### src/rtl/sprite_compositor.sv
// sprite_compositor: pipelined N-channel sprite overlay for the VGA pixel path.
// Box test and RAM address, RAM read delay, then priority/transparency resolve.
module sprite_compositor #(
    parameter int          NUM_SPRITES = 4,
    parameter int          COORD_W     = 10,
    parameter int          SPRITE_W    = 26,
    parameter int          SPRITE_H    = 26,
    parameter int          ADDR_W      = 12,
    parameter int          ROM_LAT     = 1,
    parameter logic [23:0] TRANSP_KEY  = 24'h000000,
    parameter int          CLIP_X      = 404
) (
    input  logic                             Clk,
    input  logic                             Reset,
    input  logic                             blank,
    input  logic [COORD_W-1:0]               DrawX,
    input  logic [COORD_W-1:0]               DrawY,
    input  logic [23:0]                      bg_rgb,
    input  logic [NUM_SPRITES-1:0]           spr_en,
    input  logic [NUM_SPRITES*COORD_W-1:0]   spr_x,
    input  logic [NUM_SPRITES*COORD_W-1:0]   spr_y,
    input  logic [NUM_SPRITES*ADDR_W-1:0]    spr_base,
    output logic [NUM_SPRITES*ADDR_W-1:0]    rom_addr,
    input  logic [NUM_SPRITES*24-1:0]        rom_data,
    output logic [7:0]                       Red,
    output logic [7:0]                       Green,
    output logic [7:0]                       Blue,
    output logic [$clog2(NUM_SPRITES):0]     hit_id,
    output logic [NUM_SPRITES-1:0]           collide
);

    localparam int DW  = COORD_W + 1;
    localparam int IDW = $clog2(NUM_SPRITES) + 1;

    logic signed [DW-1:0]          dx;
    logic signed [DW-1:0]          dy;
    logic [ADDR_W-1:0]             off;
    logic [NUM_SPRITES-1:0]        in_box_c;
    logic [NUM_SPRITES*ADDR_W-1:0] addr_c;

    logic [NUM_SPRITES-1:0]        box_p [ROM_LAT+1];
    logic [23:0]                   bg_p  [ROM_LAT+1];
    logic [ROM_LAT:0]              blank_p;
    logic [ROM_LAT:0]              clip_p;
    logic [ROM_LAT:0]              org_p;

    logic [NUM_SPRITES-1:0]        opaque;
    logic [NUM_SPRITES-1:0]        hits;
    logic [NUM_SPRITES-1:0]        acc;
    logic [NUM_SPRITES-1:0]        acc_next;
    logic [23:0]                   win_rgb;
    logic [IDW-1:0]                win_id;
    logic                          live;

    // Box test per channel; negative offsets are misses, so boxes never wrap.
    always_comb begin
        in_box_c = '0;
        addr_c   = '0;
        dx       = '0;
        dy       = '0;
        off      = '0;
        for (int k = 0; k < NUM_SPRITES; k++) begin
            dx = $signed({1'b0, DrawX}) - $signed({1'b0, spr_x[k*COORD_W +: COORD_W]});
            dy = $signed({1'b0, DrawY}) - $signed({1'b0, spr_y[k*COORD_W +: COORD_W]});
            in_box_c[k] = spr_en[k]
                        && !dx[DW-1] && (dx[DW-2:0] < COORD_W'(SPRITE_W))
                        && !dy[DW-1] && (dy[DW-2:0] < COORD_W'(SPRITE_H));
            off = ADDR_W'(dy[DW-2:0]) * ADDR_W'(SPRITE_W) + ADDR_W'(dx[DW-2:0]);
            addr_c[k*ADDR_W +: ADDR_W] = spr_base[k*ADDR_W +: ADDR_W]
                                       + (in_box_c[k] ? off : '0);
        end
    end

    // Issue RAM reads and carry per-pixel side data alongside the RAM latency.
    always_ff @(posedge Clk or posedge Reset) begin
        if (Reset) begin
            rom_addr <= '0;
            blank_p  <= '0;
            clip_p   <= '0;
            org_p    <= '0;
            for (int i = 0; i <= ROM_LAT; i++) begin
                box_p[i] <= '0;
                bg_p[i]  <= '0;
            end
        end else begin
            rom_addr   <= addr_c;
            box_p[0]   <= in_box_c;
            bg_p[0]    <= bg_rgb;
            blank_p[0] <= blank;
            clip_p[0]  <= (DrawX > COORD_W'(CLIP_X));
            org_p[0]   <= (DrawX == '0) && (DrawY == '0);
            for (int i = 1; i <= ROM_LAT; i++) begin
                box_p[i]   <= box_p[i-1];
                bg_p[i]    <= bg_p[i-1];
                blank_p[i] <= blank_p[i-1];
                clip_p[i]  <= clip_p[i-1];
                org_p[i]   <= org_p[i-1];
            end
        end
    end

    // Drop transparent texels, pick the lowest-index opaque channel, gather overlaps.
    always_comb begin
        opaque  = '0;
        win_rgb = bg_p[ROM_LAT];
        win_id  = '1;
        live    = blank_p[ROM_LAT] && !clip_p[ROM_LAT];
        for (int k = 0; k < NUM_SPRITES; k++) begin
            opaque[k] = box_p[ROM_LAT][k]
                      && (rom_data[k*24 +: 24] != TRANSP_KEY);
        end
        for (int k = NUM_SPRITES - 1; k >= 0; k--) begin
            if (opaque[k]) begin
                win_rgb = rom_data[k*24 +: 24];
                win_id  = IDW'(k);
            end
        end
        hits = '0;
        if (live && opaque[0]) begin
            hits = opaque;
        end
        hits[0]  = 1'b0;
        acc_next = acc | hits;
    end

    // Register the composited pixel and publish overlap flags at each frame origin.
    always_ff @(posedge Clk or posedge Reset) begin
        if (Reset) begin
            Red     <= '0;
            Green   <= '0;
            Blue    <= '0;
            hit_id  <= '1;
            collide <= '0;
            acc     <= '0;
        end else begin
            if (live) begin
                {Red, Green, Blue} <= win_rgb;
                hit_id             <= win_id;
            end else begin
                {Red, Green, Blue} <= 24'h000000;
                hit_id             <= '1;
            end
            if (org_p[ROM_LAT]) begin
                collide <= acc_next;
                acc     <= '0;
            end else begin
                acc <= acc_next;
            end
        end
    end

endmodule

### config.mk
export PLATFORM = sky130hd
export DESIGN_NAME = sprite_compositor
export DESIGN_NICKNAME = d
export VERILOG_FILES = /design/src/rtl/sprite_compositor.sv
export SDC_FILE = /design/constraint.sdc
export NUM_CORES = 1
export LEC_CHECK = 0
export BUFFER_PORTS_ARGS = -buffer_cell sky130_fd_sc_hd__buf_2
export CORE_ASPECT_RATIO = 2
export CORE_MARGIN = 4
export CORE_UTILIZATION = 35
export DETAILED_ROUTE_END_ITERATION = 8
export GPL_TIMING_DRIVEN = 1
export SLEW_MARGIN = 20
export SYNTH_ARGS = -nofsm -noshare
export SYNTH_HDL_FRONTEND = slang
export SYNTH_SLANG_ARGS = --single-unit
### constraint.sdc
create_clock -name Clk -period 5.2 [get_ports Clk]
set_input_delay 0.52 -clock Clk [delete_from_list [all_inputs] [get_ports Clk]]
set_output_delay 0.52 -clock Clk [all_outputs]
set_load 0.05 [all_outputs]
==> flow_summary.toml, run 1 <==
[run_status]
status = "finished, violations left"
violations = "negative setup slack"

[worst_setup_path]
worstPathArrival_ps = 5640
cp_max_fo = 4
startpoint_type = "input pin"
setup.worst_path.class = "input pin to flop"
end_kind = "flop"
r2r-start = "box_p[2]$_DFF_PP0_"
critPathLaunch = "DrawY[0]"
cp.required_ps = 5520

[global_route]
antenna_found_initial = 3
grt_use_total = 0.221
grt_pass1_vias = 15500
grt_overflow = 0
grt_max_degree = 83
grt_pass1_wl_mm = 80.3

[timing]
clock_skew_ps = 17.6
finalHoldViolations = 0
layout_min_cycle_time_ps = 5320
layout_setup_ws_ps = -119
finalSetupViolCount = 2
rsz0062_at_grt = "true"
relSlewSlack = 0.317
max_freq_mhz = 188
worst_slew_pin_slew_ps = 1020
finalCritPeriodShare = 1.02
slew_viol_final = 0

[final_layout]
area_growth_pct = 38.7
drive_above_1_share = 0.342
regArea_um2 = 3580
design_area_um2 = 20700
instances_no_fill = 2925
fin_nets = 2924
multi_input_area_um2 = 11000
fill_cells = 4114

[floorplanning]
die-area_um2 = 46300
die_x_um = 154
initial_core_util = 0.356
io_pins = 354
row_count = 106
core_area_um2 = 42000
die_y_um = 300

[power_and_ir_drop]
switchingPower_mw = 3.94
leakage_nw = 10.9
seqPwrFrac = 0.126
intPower_mw = 5.33
clkPwrFrac = 0.130
switching_share = 0.425
p_comb_frac = 0.743
p_per_area_nw_per_um2 = 447
max-vdd-ir-drop_mv = 0.480

[clocking]
clk_latency_ps = 450
cts_buffer_depth = 2
cts_made_buffers = 17
clk_pin_slew_ps = 70
cts_tree = "done"
cts_root_buf = "clkbuf_16"
ctsHtreeMaxLevel = 4
clkSinkCount = 143

[synth]
postSynthAreaPerCell_um2 = 8.68
ys_seq_area_frac = 0.240
synth_edf_count = 0
synth_cell_types = 72
ys_ff_latch = 143
synth-main-ff-cell = "dfrtp_1"
yosysWarnings = 0
synth.cell_area_um2 = 15000
syn_nets = 2277
netlist_instances = 1723
synth_async_sr_flop_share = 1.00

[drt]
drt-wirelength-per-cell_um = 18.1
viasPerCell = 5.05
dr.pass1.iters = 5
final_antenna_net_count = 0
drc_errors = 0
initialDrtViolationCount = 413
drt-total-wl_mm = 52.9
vias = 14800

[hold_path]
hp-class = "input pin to flop"
hp-start = "bg_rgb[23]"

[placed_design]
placed_area_um2 = 19400
gp_congestion = 1.00
portBuffers = 352
place_inst = 2867
dpl.hpwl_mm = 45.3
post-place-ws_ps = -610

[run]
maxCapViolCount = 0
==> cell usage in the layout (no fill, tap or decap), types with 9 or more instances in the layout <==
cell,instances
a211oi_1,13
a21boi_2,9
a21o_1,37
a21oi_1,72
a21oi_2,14
and2_1,10
buf_2,350
buf_4,293
clkbuf_16,17
dfrtp_1,140
fa_1,33
ha_1,218
ha_4,13
inv_1,220
mux2i_1,58
nand2_1,113
nand2b_1,17
nand3_1,12
nor2_1,137
nor2b_1,27
nor3_1,39
nor4_1,35
o2111ai_1,11
o211ai_1,10
o21a_1,23
o21ai_0,92
o21ai_1,13
o21ai_2,10
o21bai_1,13
or3_1,9
xnor2_1,90
xor2_1,35
==> cells by family after synthesis <==
group	count (synthesis)	share of synthesized area
compound gates	390	0.167
xor+xnor	140	0.0871
fa+ha+maj	279	0.253
buf+inv	252	0.0643
flops	143	0.240
mux	60	0.0403
other cells	1	0.000251
simple gates	458	0.148
==> layer usage <==
metal	global-route usage	up-vias	share of wire
li1	-	7293	-
met1	0.220	6944	0.35
met2	0.441	429	0.56
met3	0.0334	104	0.047
met4	0.0951	4	0.044
met5	0	-	0.00043
==> worst paths after layout <==
kind | to | slack [ps] | cells past startpoint
worst max register to register | Blue[2]$_DFF_PP0_ | 2620 | 5
max in group asynchronous | rom_addr[10]$_DFF_PP0_ | 3660 | 3
worst max-delay path | rom_addr[46]$_DFF_PP0_ | -120 | 28
worst min register to register | bg_p[4]$_DFF_PP0_ | 350 | 0
worst min-delay path | bg_p[47]$_DFF_PP0_ | 190 | 1
min in group asynchronous | Blue[6]$_DFF_PP0_ | 210 | 2
==> what timing repair did <==
action                                  in CTS  in global routing
hold endpoints to repair                     0                  0
hold buffers                                 0                  0
gates resized for setup                     15                112
buffers inserted                             7                 19
endpoints found under the setup margin       9                 17
pin swaps                                    6                 68
cloned                                       0                  0
==> power groups by stage <==
stage / combinational, mW / clock, mW / sequential [mW]
floorplan: 4.25 / 0 / 1.29
global placement: 6.35 / 0 / 1.19
detailed placement: 6.48 / 0 / 1.19
CTS: 6.55 / 1.26 / 1.17
global route: 7.70 / 1.30 / 1.18
finish: 6.89 / 1.21 / 1.17
==> stage by stage <==
step | hold WS [ps] | util | setup TNS (ps) | power [mW]
6_report | 189 | 0.493 | -134 | 9.28
4_1_cts | 157 | 0.479 | -9.91 | 8.98
3_3_place_gp | 332 | 0.463 | -5200 | 7.54
3_5_place_dp | 335 | 0.463 | -7590 | 7.68
5_1_grt | 159 | 0.493 | -1460 | 10.2
2_1_floorplan | 331 | - | 0 | 5.54
==> sequential cells by signal, indices dropped and copies added, names as in the netlist <==
| name | cells |
|---|---|
| clip_p | 2 |
| collide | 3 |
| org_p | 2 |
| bg_p | 48 |
| rom_addr | 48 |
| Green | 8 |
| box_p | 8 |
| acc | 3 |
| hit_id | 3 |
| Red | 8 |
| Blue | 8 |
| blank_p | 2 |
==> cell usage after synthesis, drive strengths merged, types with 3 or more instances <==
cell | count | area (um^2)
a21oi | 89 | 453
o2111ai | 11 | 96.3
nor2 | 142 | 533
nand4 | 8 | 50.1
xnor3 | 5 | 113
nor4 | 38 | 253
a21o | 37 | 278
a31oi | 8 | 50.1
and2 | 12 | 75.1
xnor2 | 99 | 875
nand3 | 12 | 60.1
dfstp | 3 | 78.8
o21bai | 13 | 97.6
fa | 40 | 801
inv | 229 | 860
o211ai | 10 | 75.1
a221oi | 6 | 52.6
clkbuf | 13 | 48.8
o31a | 6 | 52.6
nand4b | 5 | 43.8
o41ai | 6 | 52.6
o21a | 24 | 180
a211o | 4 | 35.0
and3 | 8 | 50.1
a21boi | 14 | 105
nand2 | 115 | 434
o21ai | 117 | 586
or4 | 5 | 41.3
a2111oi | 4 | 35.0
nand2b | 17 | 106
nor3 | 42 | 210
buf | 9 | 47.5
ha | 239 | 2990
xor2 | 36 | 315
dfrtp | 140 | 3500
o22ai | 3 | 25.0
o31ai | 5 | 37.5
o2111a | 3 | 33.8
mux2i | 58 | 581
or3 | 10 | 67.6
a211oi | 18 | 140
or2 | 6 | 37.5
nor2b | 30 | 188
==> worst max-delay path, cell delays in order <==
cell and delay, ps:
buf_8 110, inv_8 60, ha_4 120, inv_2 40, fa_2 360, a211oi_2 250, nor3b_2 90, o21a_1 180
nor2_1 120, xor2_1 230, ha_2 200, o211ai_1 90, a311o_1 280, or4_4 530, nor4_4 380, nor2b_2 210
ha_2 190, inv_2 40, fa_2 350, nor2b_1 120, o21ai_1 90, a21boi_1 200, o21ai_1 140, a21boi_2 200
o21ai_2 100, a21boi_2 180, mux2i_1 190, nand2_1 70
==> area by class of cell <==
| cell class | instances | share of cell area |
|---|---|---|
| diodes | 2 | 0.000241 |
| inverters | 230 | 0.0425 |
| clock buffers | 17 | 0.0205 |
| multi-input cells | 1328 | 0.530 |
| clock inverters | 15 | 0.00712 |
| flip-flops and latches | 143 | 0.173 |
| well taps | 540 | 0.0326 |
| repair buffers | 650 | 0.195 |
Note: power is estimated with default switching activity, not from simulation.
==> run 2, diff against run 1 <==
SETUP_SLACK_MARGIN = 0.02   (was unset)
SKIP_CTS_REPAIR_TIMING = 1   (was unset)
==> run 2 against run 1 <==
Against the previous run:
- the run now ends clean
- final cell count is 0.38% lower
- die area stayed put
- worst setup slack better by 120 ps
- global-route usage hardly changed
- sequential cell count stayed put
- clock skew is 8.4 ps lower
- maximum frequency is 2.3% higher
- largest power group unchanged
- design area is 0.40% lower
- register-to-register slack better by 450 ps
- critical path type unchanged
- power is 1.0% lower
==> flow_summary.toml, run 2 (synthesis gave the netlist of run 1 again) <==
[final_layout]
fin_nets = 2913
final_cell_mix = "buf_2 (350), buf_4 (286), inv_1 (220), ha_1 (215), dfrtp_1 (140)"
area_growth_pct = 38.1
fin_util = 0.491
drive_above_1_share = 0.344
instances_no_fill = 2914
reg_top3 = "bg_p (48), rom_addr (48)"
final_common_cell = "buf_2"

[drt]
drt-wirelength-per-cell_um = 18.2
drc_errors = 0
drt-total-wl_mm = 53.1
dr.pass1.iters = 5
viasPerCell = 5.06
final_antenna_net_count = 0
initialDrtViolationCount = 522
vias = 14800

[worst_setup_path]
cp_max_fo = 4
end_kind = "flop"
cp_slowest_stage_delay_ps = 570
crit_family = "compound AO/OA/AOI/OAI gates"
worstPathArrival_ps = 5510
critPathBufInv = 4
cp.required_ps = 5510
startpoint_type = "input pin"
cpMaxStageDelayCell = "or4_4"
setup.worst_path.class = "input pin to flop"

[timing]
finalSetupViolCount = 0
worst_slew_pin_slew_ps = 814
finalCritPeriodShare = 1.00
whs_ps = 158
slew_viol_final = 0
relSlewSlack = 0.452
max_freq_mhz = 192
clock_skew_ps = 9.19
rsz0062_at_grt = "true"
final.setup.tns_ps = 0
layout_min_cycle_time_ps = 5200
finalHoldViolations = 0

[placed_design]
place_inst = 2862
gp_congestion = 0.982
dpl.hpwl_mm = 45.9
portBuffers = 352

[clocking]
cts_root_buf = "clkbuf_16"
cts_tree = "done"
clk_latency_ps = 430
cts_buffer_depth = 2
cts_made_buffers = 17
clk_pin_slew_ps = 70
ctsHtreeMaxLevel = 4
clkSinkCount = 143

[run]
maxCapViolCount = 0

[floorplanning]
die_y_um = 300
row_count = 106
die_x_um = 154
core_area_um2 = 42000
die-area_um2 = 46300
io_pins = 354
initial_core_util = 0.356

[power_and_ir_drop]
leakage_nw = 10.9
switching_share = 0.423
p_comb_frac = 0.745
seqPwrFrac = 0.128
p_per_area_nw_per_um2 = 445
switchingPower_mw = 3.88
clkPwrFrac = 0.127
intPower_mw = 5.30
p_total_mw = 9.18
max-vdd-ir-drop_mv = 0.620

[global_route]
grt_overflow = 0
antenna_found_initial = 4
grt_pass1_vias = 15600
grt_pass1_wl_mm = 79.9
grt_max_degree = 69
grt_use_total = 0.221

[hold_path]
hp-class = "input pin to asynchronous set/reset pin"

[run_status]
status = "finished, final reports clean"
-- run 2: power groups by stage --
| stage | Sequential, mW | Combinational (mW) | Clock [mW] |
|---|---|---|---|
| CTS | 1.17 | 6.49 | 1.21 |
| global placement | 1.19 | 6.33 | 0 |
| global route | 1.18 | 7.65 | 1.25 |
| finish | 1.17 | 6.84 | 1.17 |
| floorplan | 1.29 | 4.25 | 0 |
| detailed placement | 1.19 | 6.45 | 0 |
-- run 2: cell type report --
cell class,count,area [um^2]
fill,4128,21400
multi-input combinational,1328,11000
timing repair buffer,639,3940
sequential,143,3580
inverter,230,881
tap,540,676
clock buffer,19,443
clock inverter,13,103
antenna,2,5.00
-- run 2: final timing paths --
check                                        start                endpoint  slack, ps  cells after the start
min in group Clk                         bg_rgb[3]      bg_p[27]$_DFF_PP0_        190                      1
worst max-delay path                      DrawY[0]  rom_addr[34]$_DFF_PP0_          2                     28
worst max register to register  box_p[2]$_DFF_PP0_       Blue[0]$_DFF_PP0_       3070                      6
max in group asynchronous                    Reset      bg_p[43]$_DFF_PP0_       3870                      3
worst min register to register  bg_p[28]$_DFF_PP0_       bg_p[4]$_DFF_PP0_        340                      0
worst min-delay path                         Reset      bg_p[34]$_DFF_PP0_        160                      2
-- run 2: layer usage --
layer | track usage | up-vias | routed length (um)
met4 | 0.115 | 4 | 2760
met3 | 0.0362 | 112 | 2650
met5 | 0 | - | 23
li1 | - | 7262 | -
met2 | 0.433 | 443 | 29200
met1 | 0.216 | 6933 | 18500
-- run 2: through the flow --
| stage | setup WS, ps | area (um^2) |
|---|---|---|
| final | 2.04 | 20700 |
| after CTS | -248 | 20000 |
| after global routing | -259 | 20700 |
| after detailed placement | -689 | 19400 |
| after global placement | -493 | 19400 |
| after floorplan | 10.7 | 15000 |
==> run 3, diff against run 2 <==
CAP_MARGIN = 20   (was unset)
CORE_UTILIZATION = 55   (was 35)
PLACE_DENSITY = 0.81   (was unset)
==> run 3 against run 2 <==
Against the previous run:
- the flow now finishes with violations (negative setup slack)
- sequential share of layout area increased by 0.13 points
- sequential cell count unchanged
- non-clock buffer count shrank 11
- via count up 6.3%
- combinational power up 7.9%
- maximum frequency shrank 1.4%
- utilization increased by 27 points
- wire length increased by 2.7%
- clock power up 12%
- worst setup slack got worse by 72 ps
- first-iteration DRC count is 45% higher
- largest cell class unchanged
- worst hold slack better by 40 ps
==> flow_summary.toml, run 3 (synthesis gave the netlist of run 1 again) <==
[worst_setup_path]
cp.required_ps = 5510
worstPathArrival_ps = 5580
cpMaxStageDelayCell = "fa_1"
end_kind = "flop"
setup.worst_path.class = "input pin to flop"
cp_slowest_stage_delay_ps = 520
crit_family = "adder cells"
startpoint_type = "input pin"
critPathBufInv = 5
cp_max_fo = 8
crit_top_cell = "ha_1"

[global_route]
grt_pass1_wl_mm = 79.3
grt_pass1_vias = 16000
grt_overflow = 0
antenna_found_initial = 8
grt_use_total = 0.336
grt_max_degree = 94

[timing]
whs_ps = 198
relSlewSlack = 0.395
worst_slew_pin_slew_ps = 899
finalHoldViolations = 0
layout_min_cycle_time_ps = 5270
final.setup.tns_ps = -80.5
rsz0062_at_grt = "true"
slew_viol_final = 0
layout_setup_ws_ps = -70.3
clock_skew_ps = 12.5
max_freq_mhz = 190
finalSetupViolCount = 2
finalCritPeriodShare = 1.01

[final_layout]
fin_nets = 2902
reg_top3 = "bg_p (48), rom_addr (48)"
final_common_cell = "buf_2"
final_cell_mix = "buf_2 (350), buf_4 (271), inv_1 (216), ha_1 (214), dfrtp_1 (140)"
drive_above_1_share = 0.343
area_growth_pct = 37.1

[power_and_ir_drop]
intPower_mw = 5.59
p_total_mw = 9.86
max-vdd-ir-drop_mv = 0.811
switching_share = 0.433
seqPwrFrac = 0.119
clkPwrFrac = 0.133
p_per_area_nw_per_um2 = 481
switchingPower_mw = 4.26
leakage_nw = 10.9
p_comb_frac = 0.748

[placed_design]
post-place-ws_ps = -562
dpl.hpwl_mm = 44.4
portBuffers = 352
gp_congestion = 1.02

[floorplanning]
die-area_um2 = 30100
row_count = 85
initial_core_util = 0.556
io_pins = 354
die_y_um = 241
core_area_um2 = 26900
die_x_um = 125

[hold_path]
hp-class = "input pin to flop"

[clocking]
cts_tree = "done"
clk_pin_slew_ps = 70
ctsHtreeMaxLevel = 4
cts_root_buf = "clkbuf_16"
clkSinkCount = 143
cts_buffer_depth = 2
cts_made_buffers = 17
clk_latency_ps = 430

[drt]
dr.pass1.iters = 5
drc_errors = 0
drt-total-wl_mm = 54.6
vias = 15700
initialDrtViolationCount = 755
viasPerCell = 5.77
drt-wirelength-per-cell_um = 20.1
final_antenna_net_count = 0

[run_status]
status = "finished, violations left"
violations = "negative setup slack"

[run]
maxCapViolCount = 0
run 3: cell count changes in the layout (fill, tap and decap cells not counted), moves of 4 or more:
cell and change:
buf_6 +5, buf_4 -15, inv_1 -4, inv_2 +5, diode_2 +4
run 3: layout make-up:
cell class                 count  area (um^2)
inverter                     230          882
fill                        1902         6400
clock inverter                13          174
antenna                        6         15.0
timing repair buffer         628         3870
sequential                   143         3580
tap                          348          435
multi-input combinational   1328        11100
clock buffer                  19          443
run 3: worst paths after layout:
path | to | startpoint | slack, ps | cells past startpoint
worst min-delay path | bg_p[43]$_DFF_PP0_ | bg_rgb[19] | 200 | 1
max in group asynchronous | rom_addr[21]$_DFF_PP0_ | Reset | 3700 | 3
min in group asynchronous | Blue[2]$_DFF_PP0_ | Reset | 270 | 2
worst max register to register | Blue[2]$_DFF_PP0_ | box_p[0]$_DFF_PP0_ | 3120 | 3
worst min register to register | bg_p[11]$_DFF_PP0_ | bg_p[35]$_DFF_PP0_ | 350 | 0
worst max-delay path | rom_addr[22]$_DFF_PP0_ | DrawY[1] | -70 | 26
run 3: stage by stage:
stage | instance area, um^2 | cells | util
3_5_place_dp | 19100 | 2657 | 0.708
5_1_grt | 20500 | 2715 | 0.762
6_report | 20500 | 2715 | 0.762
2_1_floorplan | 15000 | 1723 | -
4_1_cts | 19700 | 2689 | 0.731
3_3_place_gp | 19100 | 2657 | 0.708
run 3: power groups by stage:
stage	logic [mW]	registers, mW	clock network [mW]
after floorplan	4.25	1.29	0
after global placement	6.19	1.19	0
after detailed placement	6.47	1.20	0
after CTS	6.54	1.17	1.32
after global routing	8.02	1.18	1.38
final	7.38	1.17	1.31
run 3: worst reg2reg max path, stage by stage (launching register included):
cell and delay, ps:
dfrtp_1 360, o21ai_1 300, nand2_1 640, o21ai_0 620
run 3: layer usage:
layer  up-vias  track usage  share of wire
li1       7250            -              -
met1      7437        0.307           0.32
met2       725        0.662           0.54
met3       262       0.0534          0.058
met4         4        0.236          0.084
met5         -            0        0.00051
